==> src/rtl/mcs4_pkg.sv <==
// rtl/mcs4_pkg.sv - shared MCS-4 bus phase and I/O opcode definitions
package mcs4_pkg;

  // A1..X3 occupy codes 0..7 so the low three bits double as the debug phase
  typedef enum logic [3:0] {
    PH_A1   = 4'd0,
    PH_A2   = 4'd1,
    PH_A3   = 4'd2,
    PH_M1   = 4'd3,
    PH_M2   = 4'd4,
    PH_X1   = 4'd5,
    PH_X2   = 4'd6,
    PH_X3   = 4'd7,
    PH_IDLE = 4'd8
  } mcs4_phase_e;

  localparam mcs4_phase_e SYNC_PHASE = PH_X3;

  localparam logic [3:0] IO_WRR = 4'h2;
  localparam logic [3:0] IO_RDR = 4'hA;

endpackage

==> src/rtl/mcs4_phase_tracker.sv <==
// rtl/mcs4_phase_tracker.sv - two-phase clock edge strobes and instruction-cycle phase FSM
module mcs4_phase_tracker
  import mcs4_pkg::*;
(
  input  logic       sysclk,
  input  logic       reset_n,
  input  logic       clk1,
  input  logic       clk2,
  input  logic       sync,
  output logic [3:0] phase,
  output logic [3:0] phase_nxt,
  output logic       p1,
  output logic       p2f
);

  logic        clk1_q;
  logic        clk2_q;
  logic        sync_q;
  mcs4_phase_e state;
  mcs4_phase_e state_nxt;

  // Registered one-sysclk strobes for clk1 rising and clk2 falling
  always_ff @(posedge sysclk or negedge reset_n) begin
    if (!reset_n) begin
      clk1_q <= 1'b0;
      clk2_q <= 1'b0;
      p1     <= 1'b0;
      p2f    <= 1'b0;
    end else begin
      clk1_q <= clk1;
      clk2_q <= clk2;
      p1     <= clk1 & ~clk1_q;
      p2f    <= ~clk2 & clk2_q;
    end
  end

  // sync is judged once per phase, at the clk2 fall preceding the next p1
  always_ff @(posedge sysclk or negedge reset_n) begin
    if (!reset_n) begin
      sync_q <= 1'b0;
    end else if (p2f) begin
      sync_q <= sync;
    end
  end

  // A captured sync forces A1 from any phase; X3 without sync drops to IDLE
  always_comb begin
    state_nxt = state;
    if (sync_q) begin
      state_nxt = PH_A1;
    end else if (state == SYNC_PHASE || state == PH_IDLE) begin
      state_nxt = PH_IDLE;
    end else begin
      state_nxt = mcs4_phase_e'(state + 4'd1);
    end
  end

  // Phase register advances only on p1
  always_ff @(posedge sysclk or negedge reset_n) begin
    if (!reset_n) begin
      state <= PH_IDLE;
    end else if (p1) begin
      state <= state_nxt;
    end
  end

  assign phase     = state;
  assign phase_nxt = state_nxt;

endmodule

==> src/rtl/mcs4_rom_bus.sv <==
// rtl/mcs4_rom_bus.sv - 4001-style ROM/IO chip bus interface: fetch, SRC/WRR/RDR port
module mcs4_rom_bus
  import mcs4_pkg::*;
#(
  parameter logic [3:0] CHIP_ID = 4'h0,
  parameter logic [3:0] IO_MASK = 4'hF
) (
  input  logic       sysclk,
  input  logic       reset_n,
  input  logic       clk1,
  input  logic       clk2,
  input  logic       sync,
  input  logic       cm_rom,
  input  logic [3:0] data_in,
  output logic [3:0] data_out,
  output logic       data_oe,
  output logic [7:0] rom_addr,
  output logic       rom_rd,
  input  logic [7:0] rom_data,
  input  logic [3:0] io_in,
  output logic [3:0] io_out,
  output logic [2:0] phase
);

  logic [3:0] phase_cur;
  logic [3:0] phase_nxt;
  logic       p1;
  logic       p2f;
  logic       sel;
  logic       src_sel;
  logic [3:0] io_op;
  logic [3:0] rom_lo;
  logic       chip_match;
  logic       rdr_go;

  mcs4_phase_tracker u_tracker (
    .sysclk    (sysclk),
    .reset_n   (reset_n),
    .clk1      (clk1),
    .clk2      (clk2),
    .sync      (sync),
    .phase     (phase_cur),
    .phase_nxt (phase_nxt),
    .p1        (p1),
    .p2f       (p2f)
  );

  assign chip_match = (data_in == CHIP_ID);
  // A concurrent cm_rom in X2 means SRC, which overrides a pending RDR drive
  assign rdr_go     = (io_op == IO_RDR) && !cm_rom;
  assign phase      = (phase_cur == PH_IDLE) ? 3'd7 : phase_cur[2:0];

  // Drive windows open on the p1 entering a phase; bus sampling happens on p2f
  always_ff @(posedge sysclk or negedge reset_n) begin
    if (!reset_n) begin
      sel      <= 1'b0;
      src_sel  <= 1'b0;
      io_op    <= 4'h0;
      io_out   <= 4'h0;
      rom_addr <= 8'h00;
      rom_lo   <= 4'h0;
      rom_rd   <= 1'b0;
      data_oe  <= 1'b0;
      data_out <= 4'h0;
    end else begin
      rom_rd <= 1'b0;
      if (p1) begin
        data_oe  <= 1'b0;
        data_out <= 4'h0;
        case (phase_nxt)
          PH_A1: begin
            sel   <= 1'b0;
            io_op <= 4'h0;
          end
          PH_M1: begin
            rom_lo <= rom_data[3:0];
            if (sel) begin
              data_oe  <= 1'b1;
              data_out <= rom_data[7:4];
            end
          end
          PH_M2: begin
            if (sel) begin
              data_oe  <= 1'b1;
              data_out <= rom_lo;
            end
          end
          PH_X2: begin
            if (rdr_go) begin
              data_oe  <= 1'b1;
              data_out <= io_in & ~IO_MASK;
            end
          end
          default: ;
        endcase
      end
      if (p2f) begin
        case (phase_cur)
          PH_A1: rom_addr[3:0] <= data_in;
          PH_A2: rom_addr[7:4] <= data_in;
          PH_A3: begin
            sel    <= cm_rom & chip_match;
            rom_rd <= cm_rom & chip_match;
          end
          PH_M2: io_op <= (cm_rom && src_sel) ? data_in : 4'h0;
          PH_X2: begin
            if (cm_rom) begin
              src_sel  <= chip_match;
              data_oe  <= 1'b0;
              data_out <= 4'h0;
            end else if (io_op == IO_WRR) begin
              io_out <= data_in & IO_MASK;
            end
          end
          default: ;
        endcase
      end
    end
  end

endmodule

==> config.mk <==
export PLATFORM = sky130hd
export DESIGN_NAME = mcs4_rom_bus
export DESIGN_NICKNAME = d
export VERILOG_FILES = /design/src/rtl/mcs4_pkg.sv /design/src/rtl/mcs4_phase_tracker.sv /design/src/rtl/mcs4_rom_bus.sv
export SDC_FILE = /design/constraint.sdc
export NUM_CORES = 1
export LEC_CHECK = 0
export ABC_AREA = 1
export BUFFER_PORTS_ARGS = -buffer_cell sky130_fd_sc_hd__buf_2
export CORE_MARGIN = 5
export CORE_UTILIZATION = 30
export DETAILED_ROUTE_END_ITERATION = 16
export GPL_TIMING_DRIVEN = 0
export PLACE_DENSITY = 0.61
export SLEW_MARGIN = 0
export SYNTH_ARGS = -nofsm -noshare
export SYNTH_HDL_FRONTEND = slang
export SYNTH_SLANG_ARGS = --single-unit
==> constraint.sdc <==
create_clock -name sysclk -period 3.6 [get_ports sysclk]
set_clock_uncertainty 0.1 [all_clocks]
set_input_delay 0.72 -clock sysclk [delete_from_list [all_inputs] [get_ports sysclk]]
set_output_delay 0.72 -clock sysclk [all_outputs]
set_load 0.03 [all_outputs]
==> impl_metrics.env <==
export IMPL_start_util=0.3090
export IMPL_syn_area_per_cell_sq_um=8.711
export IMPL_hold_depth=1
export IMPL_drt_iter0_drc=60
export IMPL_slew_headroom=0.4598
export IMPL_antenna_found_initial=0
export IMPL_cts_setup_buffers=0
export IMPL_layout_drive_gt1_share=0.3008
export IMPL_status="complete, no violations"
export IMPL_worst_pin_slew_ns=0.8104
export IMPL_synth_edf_count=0
export IMPL_grt_pass1_wl_um=7003
export IMPL_syn_nets=236
export IMPL_fp_dieH_um=88.09
export IMPL_grt_pass1_vias=1519
export IMPL_path_max_fanout=5
export IMPL_core_sq_um=5921
export IMPL_crit_path_end_kind="output pin"
export IMPL_fin_nets=281
export IMPL_power_density_nw_per_um2=684.6
export IMPL_path_cells="inv_1, ha_1, nand3_4, nand2_4, buf_2"
export IMPL_dr_total_vias=1445
export IMPL_clockBufferDepth=2
export IMPL_period_needed_ns=2.433
export IMPL_port_buffers=38
export IMPL_cp_arrival_ns=1.61
export IMPL_root_buffer="clkbuf_8"
export IMPL_worstSetupPathType="reg2out"
export IMPL_io_pins=43
export IMPL_antenna_cells_inserted=0
export IMPL_drtAntennaViolNets=0
export IMPL_slew_violations=0
export IMPL_wl_per_cell_um=12.32
export IMPL_hold_class="reg2reg"
export IMPL_crit_path_start_kind="flip-flop"
export IMPL_postCtsHoldBufs=0
export IMPL_clock_latency_ns=0.29
export IMPL_setup_viol=0
export IMPL_fp_row_count=28
export IMPL_cts_repair_resized=0
export IMPL_leakage_nw=1.174
export IMPL_cpMaxStageDelayCell="dfrtp_1"
export IMPL_holdWs_ns=0.2987
export IMPL_cap_viol_max_count=0
export IMPL_synth_area_sq_um=1829
export IMPL_areaGrowthSynthToFinish_pct=23.05
export IMPL_cts_sinks=37
export IMPL_r2r_cells=9
export IMPL_yosys_top_cells_area="dfrtp_1 (49%), nand2_1 (13%), o21ai_0 (5.5%)"
export IMPL_synth_top_area_cell="dfrtp_1"
export IMPL_drt_total_wl_um=4079
export IMPL_die_w_um=88.09
export IMPL_ys_flop_type="dfrtp_1"
export IMPL_ctsHtreeMaxLevel=2
export IMPL_place_congestion=0.7750
export IMPL_grt_max_degree=38
export IMPL_grt_overflow_total=0
export IMPL_peakVddDrop_uv=434.5
export IMPL_yosys_register_bits=37
export IMPL_numCtsBuffers=5
export IMPL_dr_pass1_iters=4
export IMPL_cts_tree="yes"
export IMPL_ys_seq_area_frac=0.5068
export IMPL_hold_viol_final=0
export IMPL_async_flop_share=1.000
export IMPL_synth_warning_count=0
export IMPL_setup_tns_ns=0
export IMPL_drcViolationCount=0
export IMPL_finalCritPeriodShare=0.6757
export IMPL_dp_hpwl_um=3178
export IMPL_synthCells=210
export IMPL_netlist_cell_type_count=26
export IMPL_grt_usage=0.1166
export IMPL_synth_top_area_frac=0.4925
export IMPL_path_clk_slew_ns=0.08
export IMPL_rsz0062_at_grt="false"
export IMPL_crit_required_ns=2.78
export IMPL_die_area_sq_um=7759
export IMPL_slowest_delay_ns=0.44
export IMPL_fmax_mhz=411.1
export IMPL_avgViaCountPerCell=4.366
export IMPL_total_power_mw=1.541
==> placed cells by master, fill, tap and decap left out, types with 3 or more instances in the layout <==
cell type,Yosys,final
nand2_1,64,64
buf_2,0,38
dfrtp_1,36,36
o21ai_0,20,20
inv_1,18,18
nand3_1,15,15
nor2_1,8,8
a21oi_1,7,7
nand2_2,6,6
clkbuf_8,0,5
nand3_2,4,4
ha_1,4,4
inv_2,3,3
clkinv_2,3,3
nand2_4,3,3
nor2_4,3,3
nor3_2,3,3
==> cells by family (layout without fill, tap and decap cells) <==
group	after synthesis	count (layout)	synth area share
AND/OR/NAND/NOR	115	115	0.3297
adder cells (fa/ha/maj)	4	4	0.02736
buffers and inverters	25	71	0.05334
AO/OA/AOI/OAI	29	29	0.08277
flip-flops	37	37	0.5068
==> worst max-delay path, delay by kind of cell (launching register included) <==
kind	cells	cell delay (ns)
DFF	1	0.44
adders and majority gates	1	0.26
and+or+nand+nor	2	0.23
buffers and inverters	2	0.40
==> state kept, by name, indices dropped and copies added, names as in the netlist, 4 cells and up <==
signal / count
u_tracker.phase: 4
rom_lo: 4
data_out: 4
io_out: 4
io_op: 4
rom_addr: 8
==> power by group <==
group | switching, mW | internal [mW]
registers | 0.0665 | 0.517
logic | 0.375 | 0.155
clock network | 0.149 | 0.279
==> through the flow <==
stage            util  worst slack (ns)  instances  area [sq um]
2_1_floorplan       -             1.657        210          1829
4_1_cts        0.3802             1.135        331          2251
6_report       0.3802             1.167        331          2251
3_5_place_dp   0.3569             1.478        323          2113
3_3_place_gp   0.3569             1.493        323          2113
5_1_grt        0.3802             1.064        331          2251
==> metal layers <==
metal / global-route usage / vias to the layer above / routed length, um
met1: 0.1465 / 650 / 1888
met4: 0.03297 / 0 / 50
met2: 0.1863 / 30 / 1865
met3: 0.04704 / 5 / 275
li1: - / 760 / -
met5: 0 / - / 0
==> cell usage after synthesis (2+ instances only) <==
cell / count
a21oi_1: 7
clkinv_2: 3
dfrtp_1: 36
ha_1: 4
inv_1: 18
inv_2: 3
nand2_1: 64
nand2_2: 6
nand2_4: 3
nand3_1: 15
nand3_2: 4
nand4_1: 2
nor2_1: 8
nor2_2: 2
nor2_4: 3
nor3_2: 3
o21ai_0: 20
==> path summary, 6_finish.rpt <==
kind | from | to | slack (ns)
worst max-delay path | u_tracker.phase[0]$_DFFE_PN0P_ | phase[0] | 1.17
worst min-delay path | u_tracker.clk1_q$_DFF_PN0_ | u_tracker.p1$_DFF_PN0_ | 0.30
worst max register to register | u_tracker.phase[0]$_DFFE_PN0P_ | io_op[0]$_DFF_PN0_ | 1.69
worst min register to register | u_tracker.clk1_q$_DFF_PN0_ | u_tracker.p1$_DFF_PN0_ | 0.30
max in group asynchronous | reset_n | u_tracker.p2f$_DFF_PN0_ | 2.46
min in group asynchronous | reset_n | rom_addr[1]$_DFFE_PN0P_ | 0.42
==> layout make-up <==
| class | instances | area (sq um) |
|---|---|---|
| Clock buffer | 5 | 68.82 |
| Inverter | 24 | 93.84 |
| Buffer | 1 | 3.754 |
| Tap cell | 75 | 93.84 |
| Sequential cell | 37 | 927.1 |
| Clock inverter | 3 | 68.82 |
| Fill cell | 624 | 3670 |
| Timing Repair Buffer | 38 | 190.2 |
| Multi-Input combinational cell | 148 | 804.5 |
No activity file was read; power rests on OpenSTA's default activity.
